--- src/rtl/parking_gate_controller.sv ---
// -----------------------------------------------------------------------------
// parking_gate_controller
//
// Tracks lot occupancy from the debounced entry/exit sensor levels and drives a
// single barrier gate open for GATE_CYCLES cycles per accepted event. Refused
// events (exit from an empty lot, entry into a full lot) produce a one-cycle
// reject pulse. Events arriving while the gate is already open are dropped.
//
// Parameters:
//   CAPACITY    - number of parking spots, 1 .. 2**CNT_W-1
//   CNT_W       - width of the occupancy counter
//   GATE_CYCLES - cycles the gate stays raised per event, >= 1
//
// Ports:
//   clk          in   system clock, rising edge
//   reset        in   synchronous, active-high reset
//   entrySensor  in   debounced entry-lane level, 1 = car present
//   exitSensor   in   debounced exit-lane level, 1 = car present
//   gateOpen     out  1 = barrier raised
//   gateDir      out  1 = entry opening, 0 = exit opening (0 while closed)
//   occupancy    out  cars currently in the lot
//   full         out  occupancy == CAPACITY
//   empty        out  occupancy == 0
//   reject       out  one-cycle pulse per refused event
//   rejectCount  out  saturating count of reject pulses (REJECT_COUNT_EN only)
//
// Build option:
//   REJECT_COUNT_EN - when defined, adds the 8-bit rejectCount output.
// -----------------------------------------------------------------------------
module parking_gate_controller #(
  parameter int CAPACITY    = 8,
  parameter int CNT_W       = 4,
  parameter int GATE_CYCLES = 20
) (
  input  logic             clk,
  input  logic             reset,
  input  logic             entrySensor,
  input  logic             exitSensor,
  output logic             gateOpen,
  output logic             gateDir,
  output logic [CNT_W-1:0] occupancy,
  output logic             full,
  output logic             empty,
  output logic             reject
`ifdef REJECT_COUNT_EN
  ,
  output logic [7:0]       rejectCount
`endif
);

  localparam int TIMER_W = (GATE_CYCLES > 1) ? $clog2(GATE_CYCLES) : 1;
  localparam logic [CNT_W-1:0]   CAP_VAL    = CNT_W'(CAPACITY);
  localparam logic [TIMER_W-1:0] TIMER_LOAD = TIMER_W'(GATE_CYCLES - 1);

  typedef enum logic [1:0] {
    IDLE     = 2'd0,
    OPEN_IN  = 2'd1,
    OPEN_OUT = 2'd2
  } gateStateT;

  gateStateT          state, stateNext;
  logic [TIMER_W-1:0] timer, timerNext;
  logic [CNT_W-1:0]   occNext;
  logic               rejectNext;
  logic               prevEntry, prevExit;
  logic               entryEdge, exitEdge;

  assign entryEdge = entrySensor & ~prevEntry;
  assign exitEdge  = exitSensor  & ~prevExit;

  // Gate outputs decode the registered state, so they change on the same edge
  // as occupancy.
  assign gateOpen = (state != IDLE);
  assign gateDir  = (state == OPEN_IN);

  // NOTE: every signal written here gets a default first; a path that skips an
  // assignment would otherwise infer a latch.
  always_comb begin
    stateNext  = state;
    timerNext  = timer;
    occNext    = occupancy;
    rejectNext = 1'b0;

    case (state)
      IDLE: begin
        // Exit has priority: a simultaneous entry edge is dropped silently.
        if (exitEdge) begin
          if (occupancy != '0) begin
            stateNext = OPEN_OUT;
            occNext   = occupancy - CNT_W'(1);
            timerNext = TIMER_LOAD;
          end else begin
            rejectNext = 1'b1;
          end
        end else if (entryEdge) begin
          if (occupancy != CAP_VAL) begin
            stateNext = OPEN_IN;
            occNext   = occupancy + CNT_W'(1);
            timerNext = TIMER_LOAD;
          end else begin
            rejectNext = 1'b1;
          end
        end
      end

      OPEN_IN, OPEN_OUT: begin
        // Loaded with GATE_CYCLES-1 so the gate stays up exactly GATE_CYCLES.
        if (timer == '0) begin
          stateNext = IDLE;
        end else begin
          timerNext = timer - TIMER_W'(1);
        end
      end

      default: stateNext = IDLE;
    endcase
  end

  // NOTE: state registers use non-blocking assignments so every register
  // samples the pre-edge values regardless of statement order.
  always_ff @(posedge clk) begin
    // Edge-detect history tracks the sensors in every state, and loads the
    // live level during reset so a sensor held high produces no event.
    prevEntry <= entrySensor;
    prevExit  <= exitSensor;

    if (reset) begin
      state     <= IDLE;
      timer     <= '0;
      occupancy <= '0;
      full      <= 1'b0;
      empty     <= 1'b1;
      reject    <= 1'b0;
    end else begin
      state     <= stateNext;
      timer     <= timerNext;
      occupancy <= occNext;
      full      <= (occNext == CAP_VAL);
      empty     <= (occNext == '0);
      reject    <= rejectNext;
    end
  end

`ifdef REJECT_COUNT_EN
  // Counts alongside the reject register so the count and the pulse line up.
  always_ff @(posedge clk) begin
    if (reset) begin
      rejectCount <= '0;
    end else if (rejectNext && (rejectCount != 8'hFF)) begin
      rejectCount <= rejectCount + 8'd1;
    end
  end
`endif

endmodule

--- config.mk ---
export PLATFORM = sky130hd
export DESIGN_NAME = parking_gate_controller
export DESIGN_NICKNAME = d
export VERILOG_FILES = /design/src/rtl/parking_gate_controller.sv
export SDC_FILE = /design/constraint.sdc
export NUM_CORES = 1
export LEC_CHECK = 0
export CAP_MARGIN = 20
export CORE_MARGIN = 4
export CORE_UTILIZATION = 37
export CTS_CLUSTER_SIZE = 12
export DETAILED_ROUTE_END_ITERATION = 16
export HOLD_SLACK_MARGIN = 0.02
export PLACE_DENSITY = 0.59
export SYNTH_ARGS = -nofsm -noshare
export SYNTH_HDL_FRONTEND = slang
export SYNTH_SLANG_ARGS = --single-unit
--- constraint.sdc ---
create_clock -name clk -period 2.83 [get_ports clk]
set_clock_uncertainty 0.15 [all_clocks]
set_input_delay 0.4245 -clock clk [delete_from_list [all_inputs] [get_ports clk]]
set_output_delay 0.4245 -clock clk [all_outputs]
set_load 0.02 [all_outputs]
==> flow_summary_export.csv <==
group,metric,value,unit
outcome,status,"finished clean",
synthesis,seq_area_frac_synth,34.1,%
place,dpl_worst_slack,0.466,ns
timing,tns,0,ns
cells_and_area,final_cells,151,
global_routing,antenna_found_initial,0,
worst_setup_path,ff2ff_path_depth,7,
floorplanning,fp.coreArea,2320,um2
synthesis,synth_seq_cells,16,
timing,max_freq,421,MHz
cts,clock_path_buffers,2,
floorplanning,initial_core_util,40.5,%
synthesis,ys_top_cells_by_area,"dfxtp_1 34%, ha_1 6.7%, inv_1 4.4%, nand2_1 4.4%, nor2_1 3.2%",
worst_setup_path,start_kind,"register",
worst_setup_path,r2r-end,"empty$_SDFF_PP1_",
hold_path,whs_path_depth,2,
synthesis,synth_top_area_share,34.1,%
run,cap_viol_max_count,0,
cts,cts_setup_buffers,0,
floorplanning,dieArea,3410,um2
cts,cts.clk_slew.worst_paths,0.10,ns
worst_setup_path,r2r_slack,0.59,ns
hold_path,hold_end,"state[1]$_SDFFE_PP0P_",
global_routing,grt_pass1_wl,3360,um
synthesis,synth_flop_cell,"dfxtp_1",
worst_setup_path,worstPathMaxFanout,9,
worst_setup_path,worstReg2RegStart,"state[1]$_SDFFE_PP0P_",
cells_and_area,n_antenna_cell,0,
synthesis,synthXorXnorAreaFrac,0,%
timing,setup_violations,0,
timing,worstMarginPinSlew,0.558,ns
worst_setup_path,cp-end-kind,"output pin",
timing,relSlewSlack,62.8,%
cts,clock_latency,0.29,ns
route,routed-via-count,843,
timing,slew_viol_final,0,
timing,finalHoldViolCount,0,
cts,ctsResizeCount,0,
cells_and_area,drive_gt1_share,7.32,%
route,via_per_inst,5.58,
route,wirelength,2050,um
cts,cts_htree_levels,1,
global_routing,global_route.overflow_total,0,
synthesis,synth_area,938,um2
synthesis,ys_types,44,
global_routing,grt_max_degree,13,
route,wire_per_inst,13.6,um
route,drc_errors,0,
timing,worst_slack,0.456,ns
place,gp_congestion,0.821,
power_and_ir_drop,leakage,0.422,nW
route,drtIter0Drc,18,
worst_setup_path,crit_arrival,1.80,ns
synthesis,synth_cells,113,
place,dp.final_hpwl,1520,um
power_and_ir_drop,p_per_area,804,nW/um2
synthesis,synth_fa_ha_area_share,6.67,%
global_routing,grt_pass1_vias,746,
cts,cts_buffers,3,
place,numPortBuffers,12,
floorplanning,die_h,58.4,um
hold_path,hp-start,"state[1]$_SDFFE_PP0P_",
synthesis,async_reset_ff_share,0,%
synthesis,yosysTopAreaCell,"dfxtp_1",
hold_path,hp-class,"reg2reg",
global_routing,grt_use_total,12.6,%
cts,hold_buffers,0,
cts,cts_tree,"yes",
synthesis,synth_top_family_by_area,"simple AND/OR/NAND/NOR gates",
worst_setup_path,required,2.26,ns
floorplanning,boundaryPins,13,
floorplanning,die_w,58.4,um
timing,period_minus_slack,2.37,ns
route,dr.pass1.iters,4,
cells_and_area,layout.nets,133,
synthesis,synth_common_cells,"16 x dfxtp_1, 11 x inv_1, 11 x nand2_1",
timing,rsz0062_at_grt,"false",
cts,cts_root_buf,"clkbuf_4",
floorplanning,core.rowCount,17,
timing,fin_crit_sh,83.9,%
synthesis,synth_fp_nets,122,
synthesis,synth_compound_area_share,22.1,%
power_and_ir_drop,ir_drop,0.513,mV
cells_and_area,area_delta_synth_final,16.1,%
worst_setup_path,crit_type,"reg2out",
synthesis,yosys.area_share.simple,26.7,%
synthesis,syn_area_per_cell,8.30,um2
route,ant_nets,0,
synthesis,synthMuxAreaShare,1.07,%
place,dp.cells,147,
synthesis,yosysMostFrequentCell,"dfxtp_1",
synthesis,synth_edf_count,0,
cts,clock_sinks,16,
synthesis,yosysWarnings,0,
==> final cells by class <==
cell class / instances / area (um2)
clock buffers: 4 / 36.3
well taps: 28 / 35.0
inverters: 12 / 47.5
fillers: 233 / 1230
flip-flops and latches: 16 / 320
multi-input cells: 79 / 531
repair buffers: 12 / 120
==> how the worst max path moves through the flow <==
stage	startpoint	cells after the start	slack [ns]	endpoint
final	state[0]$_SDFFE_PP0P_	4	0.46	gateOpen
after global routing	state[0]$_SDFFE_PP0P_	4	0.36	gateOpen
after CTS	state[0]$_SDFFE_PP0P_	4	0.44	gateOpen
after detailed placement	entrySensor	6	0.47	empty$_SDFF_PP1_
after global placement	entrySensor	6	0.47	empty$_SDFF_PP1_
after floorplan	occupancy[0]$_SDFF_PP0_	8	0.71	empty$_SDFF_PP1_
==> sequential cells by signal, indices dropped and copies added, names as in the netlist <==
| register | cells |
|---|---|
| full | 1 |
| state | 2 |
| prevExit | 1 |
| empty | 1 |
| timer | 5 |
| occupancy | 4 |
| prevEntry | 1 |
| reject | 1 |
==> through the flow <==
stage / util [%] / area (um2) / power, mW / hold WS (ns)
after global placement: 45.4 / 1050 / 0.715 / 0.331
after detailed placement: 45.4 / 1050 / 0.719 / 0.340
final: 47.0 / 1090 / 0.876 / 0.356
after floorplan: - / 938 / 0.608 / 0.299
after global routing: 47.0 / 1090 / 0.942 / 0.360
after CTS: 47.0 / 1090 / 0.881 / 0.355
==> worst max-delay path, stage by stage, from the launching register on <==
cell and delay, ns:
dfxtp_1 0.38, inv_1 0.06, ha_1 0.33, inv_4 0.13, clkdlybuf4s50_1 0.60
==> cells in the final DEF, fill, tap and decap left out, types with 2 or more instances in the layout <==
master,netlist,final
a21oi_1,5,5
nand2b_1,4,4
a32o_1,2,2
o32ai_1,3,3
dfxtp_1,16,16
clkdlybuf4s50_1,0,12
nor3_1,3,3
nand2_1,11,11
nor2_1,8,8
inv_1,11,11
nand3b_1,2,2
clkbuf_4,0,3
o21ai_0,3,3
o22ai_1,2,2
ha_1,5,5
nand3_1,4,4
o21ai_1,2,2
==> metal layers <==
layer  wire [um]  GRT usage (%)  vias to the layer above
met5           0              0                        -
met4          14           2.98                        0
met3         122           4.82                        2
met2         927           19.1                       21
met1         990           16.9                      397
li1            -              -                      423
==> cells by family (layout without fill, tap and decap cells) <==
logic type      Yosys count  in the layout
compound gates           29             29
fa+ha+maj                 5              5
buf+inv                  18             28
flops                    16             16
mux                       1              1
simple gates             44             44
==> power breakdown <==
| group | total [mW] | switching [mW] | internal, mW | leakage [nW] |
|---|---|---|---|---|
| registers | 0.312 | 0.0407 | 0.272 | 0.132 |
| clock network | 0.156 | 0.0778 | 0.0784 | 0.0210 |
| logic | 0.408 | 0.232 | 0.176 | 0.269 |
| total | 0.876 | 0.350 | 0.526 | 0.422 |
Note: power is estimated with default switching activity, not from simulation.
